--- src/rtl/alu_seq_ctrl.sv ---
// ---------------------------------------------------------------------------
// ALU_REGFILE_defs
//   Shared widths and ALU operation encoding for the ALU/register-file
//   datapath.
// ---------------------------------------------------------------------------
package ALU_REGFILE_defs;
  localparam int REGFILE_ADDR_WIDTH = 4;   // 16 registers
  localparam int REGFILE_WIDTH      = 16;  // register data width
  localparam int ALU_OUTPUT_WIDTH   = 17;  // one extra bit carries carry/borrow

  typedef enum logic [2:0] {
    ALU_ADD    = 3'd0,  // a + b + cin
    ALU_SUB    = 3'd1,  // a - b - cin
    ALU_AND    = 3'd2,
    ALU_OR     = 3'd3,
    ALU_XOR    = 3'd4,
    ALU_PASS_A = 3'd5
  } aluop_t;
endpackage

// ---------------------------------------------------------------------------
// alu_seq_ctrl
//   Multi-cycle sequencer for the ALU/register-file datapath. It accepts one
//   register-to-register instruction per valid/ready handshake and then runs
//   IDLE -> EXEC -> WB -> IDLE:
//     EXEC : drives read addresses, opcode and carry-in; ALU_Out is captured
//            at the end of the cycle.
//     WB   : pulses Result_Valid, optionally writes the result back, then
//            updates the sticky carry flag and the completed-instruction count.
//
// Ports
//   Clock, Reset_n                  clock, asynchronous active-low reset
//   Instr_Valid / Instr_Ready       instruction handshake
//   Instr_Opcode, Instr_Rs1/Rs2/Rd  instruction fields (sampled on accept only)
//   Instr_Carry, Instr_Use_Flag     explicit carry-in, or use Carry_Flag instead
//   Instr_Wb                        1: write result to Rd, 0: report only
//   Read_Addr_1/2, Opcode, Carry_In datapath read/ALU controls
//   Write_Addr/enable/data          datapath register-file write port
//   ALU_Out                         combinational ALU result from datapath
//   Result, Result_Valid            captured result and its one-cycle strobe
//   Carry_Flag                      sticky carry (bit REGFILE_WIDTH of result)
//   Instr_Count                     completed instructions, wraps at 16 bits
//
// Build option
//   ALU_SEQ_HOST_LOAD_EN : adds Load_Valid/Load_Ready/Load_Addr/Load_Data, a
//   host port that writes the register file directly while the sequencer is
//   idle. A load has priority over a simultaneous instruction.
// ---------------------------------------------------------------------------
module alu_seq_ctrl
  import ALU_REGFILE_defs::aluop_t;
#(
  parameter int REGFILE_ADDR_WIDTH = ALU_REGFILE_defs::REGFILE_ADDR_WIDTH,
  parameter int REGFILE_WIDTH      = ALU_REGFILE_defs::REGFILE_WIDTH,
  parameter int ALU_OUTPUT_WIDTH   = ALU_REGFILE_defs::ALU_OUTPUT_WIDTH
) (
  input  logic                          Clock,
  input  logic                          Reset_n,
  // instruction handshake
  input  logic                          Instr_Valid,
  output logic                          Instr_Ready,
  input  aluop_t                        Instr_Opcode,
  input  logic [REGFILE_ADDR_WIDTH-1:0] Instr_Rs1,
  input  logic [REGFILE_ADDR_WIDTH-1:0] Instr_Rs2,
  input  logic [REGFILE_ADDR_WIDTH-1:0] Instr_Rd,
  input  logic                          Instr_Carry,
  input  logic                          Instr_Use_Flag,
  input  logic                          Instr_Wb,
`ifdef ALU_SEQ_HOST_LOAD_EN
  // host register load
  input  logic                          Load_Valid,
  output logic                          Load_Ready,
  input  logic [REGFILE_ADDR_WIDTH-1:0] Load_Addr,
  input  logic [REGFILE_WIDTH-1:0]      Load_Data,
`endif
  // datapath control
  output logic [REGFILE_ADDR_WIDTH-1:0] Read_Addr_1,
  output logic [REGFILE_ADDR_WIDTH-1:0] Read_Addr_2,
  output aluop_t                        Opcode,
  output logic                          Carry_In,
  output logic [REGFILE_ADDR_WIDTH-1:0] Write_Addr,
  output logic                          Write_enable,
  output logic [REGFILE_WIDTH-1:0]      Write_data,
  input  logic [ALU_OUTPUT_WIDTH-1:0]   ALU_Out,
  // result reporting
  output logic [ALU_OUTPUT_WIDTH-1:0]   Result,
  output logic                          Result_Valid,
  output logic                          Carry_Flag,
  output logic [15:0]                   Instr_Count
);

  typedef enum logic [1:0] {
    ST_IDLE = 2'd0,
    ST_EXEC = 2'd1,
    ST_WB   = 2'd2
  } state_t;

  state_t                        state_reg;
  logic                          instr_ready_reg;
  logic [REGFILE_ADDR_WIDTH-1:0] read_addr_1_reg;
  logic [REGFILE_ADDR_WIDTH-1:0] read_addr_2_reg;
  aluop_t                        opcode_reg;
  logic                          carry_in_reg;
  logic [REGFILE_ADDR_WIDTH-1:0] rd_reg;
  logic                          wb_reg;
  logic [REGFILE_ADDR_WIDTH-1:0] write_addr_reg;
  logic                          write_enable_reg;
  logic [REGFILE_WIDTH-1:0]      write_data_reg;
  logic [ALU_OUTPUT_WIDTH-1:0]   result_reg;
  logic                          result_valid_reg;
  logic                          carry_flag_reg;
  logic [15:0]                   instr_count_reg;

  logic                          instr_fire;
  logic                          result_carry;

  // The carry flag only exists when the ALU is wider than a register.
  if (ALU_OUTPUT_WIDTH > REGFILE_WIDTH) begin : g_carry_bit
    assign result_carry = result_reg[REGFILE_WIDTH];
  end else begin : g_no_carry_bit
    assign result_carry = 1'b0;
  end

`ifdef ALU_SEQ_HOST_LOAD_EN
  logic load_fire;

  // instr_ready_reg is high exactly when the FSM sits in IDLE out of reset,
  // which is also the only time a host load may use the write port.
  assign Load_Ready  = instr_ready_reg;
  assign load_fire   = Load_Valid & Load_Ready;
  // A pending load takes the cycle; the instruction waits one cycle.
  assign Instr_Ready = instr_ready_reg & ~Load_Valid;

  // Loads happen only in IDLE and WB writes only in WB, so the two never
  // compete for the write port.
  assign Write_enable = load_fire | write_enable_reg;
  assign Write_Addr   = load_fire ? Load_Addr : write_addr_reg;
  assign Write_data   = load_fire ? Load_Data : write_data_reg;
`else
  assign Instr_Ready  = instr_ready_reg;
  assign Write_enable = write_enable_reg;
  assign Write_Addr   = write_addr_reg;
  assign Write_data   = write_data_reg;
`endif

  assign instr_fire   = Instr_Valid & Instr_Ready;

  assign Read_Addr_1  = read_addr_1_reg;
  assign Read_Addr_2  = read_addr_2_reg;
  assign Opcode       = opcode_reg;
  assign Carry_In     = carry_in_reg;
  assign Result       = result_reg;
  assign Result_Valid = result_valid_reg;
  assign Carry_Flag   = carry_flag_reg;
  assign Instr_Count  = instr_count_reg;

  // Outputs are registered one state ahead: values needed in EXEC are loaded
  // on the accepting edge, values needed in WB on the EXEC->WB edge.
  always_ff @(posedge Clock or negedge Reset_n) begin
    if (!Reset_n) begin
      state_reg        <= ST_IDLE;
      instr_ready_reg  <= 1'b0;
      read_addr_1_reg  <= '0;
      read_addr_2_reg  <= '0;
      opcode_reg       <= aluop_t'(3'd0);
      carry_in_reg     <= 1'b0;
      rd_reg           <= '0;
      wb_reg           <= 1'b0;
      write_addr_reg   <= '0;
      write_enable_reg <= 1'b0;
      write_data_reg   <= '0;
      result_reg       <= '0;
      result_valid_reg <= 1'b0;
      carry_flag_reg   <= 1'b0;
      instr_count_reg  <= '0;
    end else begin
      case (state_reg)
        ST_IDLE: begin
          instr_ready_reg <= 1'b1;
          if (instr_fire) begin
            read_addr_1_reg <= Instr_Rs1;
            read_addr_2_reg <= Instr_Rs2;
            opcode_reg      <= Instr_Opcode;
            // Carry_Flag is stable while idle, so the selection can be
            // resolved here rather than in EXEC.
            carry_in_reg    <= Instr_Use_Flag ? carry_flag_reg : Instr_Carry;
            rd_reg          <= Instr_Rd;
            wb_reg          <= Instr_Wb;
            instr_ready_reg <= 1'b0;
            state_reg       <= ST_EXEC;
          end
        end

        ST_EXEC: begin
          result_reg       <= ALU_Out;
          write_data_reg   <= ALU_Out[REGFILE_WIDTH-1:0];
          write_addr_reg   <= rd_reg;
          write_enable_reg <= wb_reg;
          result_valid_reg <= 1'b1;
          state_reg        <= ST_WB;
        end

        ST_WB: begin
          write_enable_reg <= 1'b0;
          result_valid_reg <= 1'b0;
          carry_flag_reg   <= result_carry;
          instr_count_reg  <= instr_count_reg + 16'd1;
          instr_ready_reg  <= 1'b1;
          state_reg        <= ST_IDLE;
        end

        default: begin
          write_enable_reg <= 1'b0;
          result_valid_reg <= 1'b0;
          instr_ready_reg  <= 1'b0;
          state_reg        <= ST_IDLE;
        end
      endcase
    end
  end

endmodule

--- config.mk ---
export PLATFORM = sky130hd
export DESIGN_NAME = alu_seq_ctrl
export DESIGN_NICKNAME = d
export VERILOG_FILES = /design/src/rtl/alu_seq_ctrl.sv
export SDC_FILE = /design/constraint.sdc
export NUM_CORES = 1
export LEC_CHECK = 0
export ABC_AREA = 1
export CORE_UTILIZATION = 45
export CTS_CLUSTER_DIAMETER = 200
export DETAILED_ROUTE_END_ITERATION = 6
export GPL_TIMING_DRIVEN = 0
export MAX_ROUTING_LAYER = met4
export PLACE_DENSITY_LB_ADDON = 0.2
export RECOVER_POWER = 100
export SYNTH_ARGS = -nofsm -noshare
export SYNTH_HDL_FRONTEND = slang
export SYNTH_SLANG_ARGS = --single-unit
--- constraint.sdc ---
create_clock -name Clock -period 3.3 [get_ports Clock]
set_input_delay 0.33 -clock Clock [delete_from_list [all_inputs] [get_ports Clock]]
set_output_delay 0.33 -clock Clock [all_outputs]
set_load 0.05 [all_outputs]
==> flow_summary.ini <==
[synth]
yosys.area.top_type = dfrtp_1
synthTopCellsByArea = dfrtp_1 58%, nand2_1 18%, buf_4 5.5%
synth_top_area_share_pct = 57.80
synth_cell_types = 22
syn_nets = 332
synth_seq_cells = 60
ys_warn_count = 0
synth_area_mm2 = 0.002597
syn_inst = 293
synth-seq-area-share_pct = 57.80
syn_area_per_cell_um2 = 8.865

[floorplan]
initial_core_util_pct = 46.88
die_area_mm2 = 0.006080
num_rows = 27
io_pins = 107
floorplan.die.width_um = 77.98
core_area_mm2 = 0.005540
die_y_um = 77.98

[timing]
drv_slew = 0
hold_viol_final = 0
fin_skew_ns = 0.008481
worst_pin_slew_ns = 1.479
max_freq_ghz = 0.4993
fin_crit_ns = 2.003
slew_headroom_pct = 1.418
rsz0062_at_grt = no
finalSetupViolCount = 0
layout_worst_path_cycle_share_pct = 60.69
fin_setup_tns_ns = 0

[route]
drtIter0Drc = 123
wirelength_mm = 5.742
via_count = 2253
post_drt_via_cell_ratio = 4.617
drc = 0
wl_per_cell_um = 11.77
first_pass_iters = 4
ant_nets = 0

[cts]
htree_levels = 3
clock_path_buffers = 2
cts_resized = 0
numCtsBuffers = 9
ctsHoldBuffers = 0
postCtsSetupRepairBufs = 0
cts.clk_slew.worst_paths_ns = 0.06
clock_latency_ns = 0.32
cts.sinks = 60
root_buffer = clkbuf_8
cts_tree = done

[power_and_ir_drop]
peakVddDrop_mv = 0.6863
p_leak_nw = 1.962
powerDensity_mw_per_mm2 = 1077

[worst_setup_path]
crit_start = Write_data[9]
worstPathMaxFanout = 3
crit_type = reg2out
r2r-start = state_reg[0]
regToRegSetupSlack_ns = 1.69
end_kind = output pin
start_kind = register
crit_required_ns = 2.97
critical_path_arrival_ns = 1.67

[finish]
drive_gt1_share_pct = 8.173
n_antenna_cell = 0
largest_reg_flops = 16
nets = 450
area_delta_synth_final_pct = 50.39
fin_util_pct = 70.51

[place]
gp_congestion = 0.8064
dp_hpwl_mm = 4.245
portBuffers = 106

[worst_hold_path]
hold_class = in2async

[job]
max-cap-violations = 0

[outcome]
outcome = completed

[grt]
grt_max_degree = 35
grt_pass1_vias = 2264
grt.total_usage_pct = 21.19
grt_overflow = 0
antenna_found_initial = 0
grt_pass1_wl_mm = 9.784
-- logic make-up (layout without fill, tap and decap cells) --
logic type | after synthesis | after routing | share of synthesized area, %
AOI/OAI and AO/OA | 16 | 16 | 3.083
xor gates and xnor gates | 9 | 9 | 3.035
adders and majority gates | 1 | 1 | 0.4816
buffers and inverters | 46 | 169 | 9.537
DFF | 60 | 60 | 57.80
and+or+nand+nor | 161 | 161 | 26.06
-- cell usage after synthesis (all sizes together) --
cell / number
o21ai: 15
xnor2: 7
inv: 23
nor2: 15
and2: 1
ha: 1
xor2: 2
nand3: 7
dfrtp: 60
a21oi: 1
nand2: 129
clkbuf: 1
nand4: 8
buf: 22
nor3: 1
-- power by group --
part	total [mW]	internal, mW	switching (mW)
logic	2.41	0.732	1.68
registers	1.20	1.02	0.185
clock network	0.594	0.334	0.259
-- final cells by class --
| type | count | area [um^2] |
|---|---|---|
| fill | 451 | 1634 |
| sequential | 60 | 1501 |
| timing repair buffer | 107 | 1075 |
| multi-input combinational | 187 | 825.8 |
| clock buffer | 15 | 176.4 |
| buffer | 23 | 146.4 |
| tap | 72 | 90.09 |
| inverter | 23 | 86.33 |
| clock inverter | 1 | 5.005 |
-- placed cells by master, fill, tap and decap left out --
| master | n |
|---|---|
| nand3_2 | 1 |
| a21oi_1 | 1 |
| inv_1 | 23 |
| ha_1 | 1 |
| and2_0 | 1 |
| dfrtp_1 | 60 |
| clkinv_2 | 1 |
| clkbuf_8 | 12 |
| nand4_1 | 8 |
| nor3_1 | 1 |
| clkdlybuf4s50_1 | 36 |
| o21ai_1 | 2 |
| nand2_1 | 128 |
| xnor2_1 | 7 |
| xor2_1 | 2 |
| dlygate4sd3_1 | 69 |
| nand3_1 | 6 |
| o21ai_0 | 13 |
| buf_4 | 16 |
| nor2_1 | 13 |
| buf_12 | 1 |
| clkbuf_1 | 11 |
| nor2_2 | 1 |
| nand2_2 | 1 |
| nor2_4 | 1 |
-- stage by stage --
step,power [mW],hold slack (ns),setup WS (ns),cells,instance area [um^2]
6_report,4.207,0.3587,1.297,488,3906
5_1_grt,4.437,0.4991,1.239,488,3906
4_1_cts,4.417,0.03463,1.341,488,3945
3_5_place_dp,3.802,0.3783,1.705,472,3764
3_3_place_gp,3.757,0.4624,0.02057,471,3749
2_1_floorplan,2.936,0.03441,1.690,293,2597
-- final timing paths --
check                                       to  depth (start not counted)
worst max-delay path             Write_data[9]                          2
worst min-delay path             Write_data[5]                          1
worst max register to register   Write_data[7]                          6
worst min register to register  Read_Addr_1[3]                          2
max in group asynchronous       Instr_Count[2]                          1
min in group Clock              Read_Addr_1[3]                          2
-- worst max-delay path, stage by stage, from the launching register on --
cell	delay, ns
dfrtp_1	0.38
buf_4	0.12
dlygate4sd3_1	0.87
-- metal layers --
layer	share of wire (%)	vias up	global-route usage, %
li1	-	1118	-
met1	45	1041	25.58
met2	48	90	35.31
met3	6.1	4	4.353
met4	0.63	0	7.593
met5	0	-	-
Power figures use the tool's default switching activity.
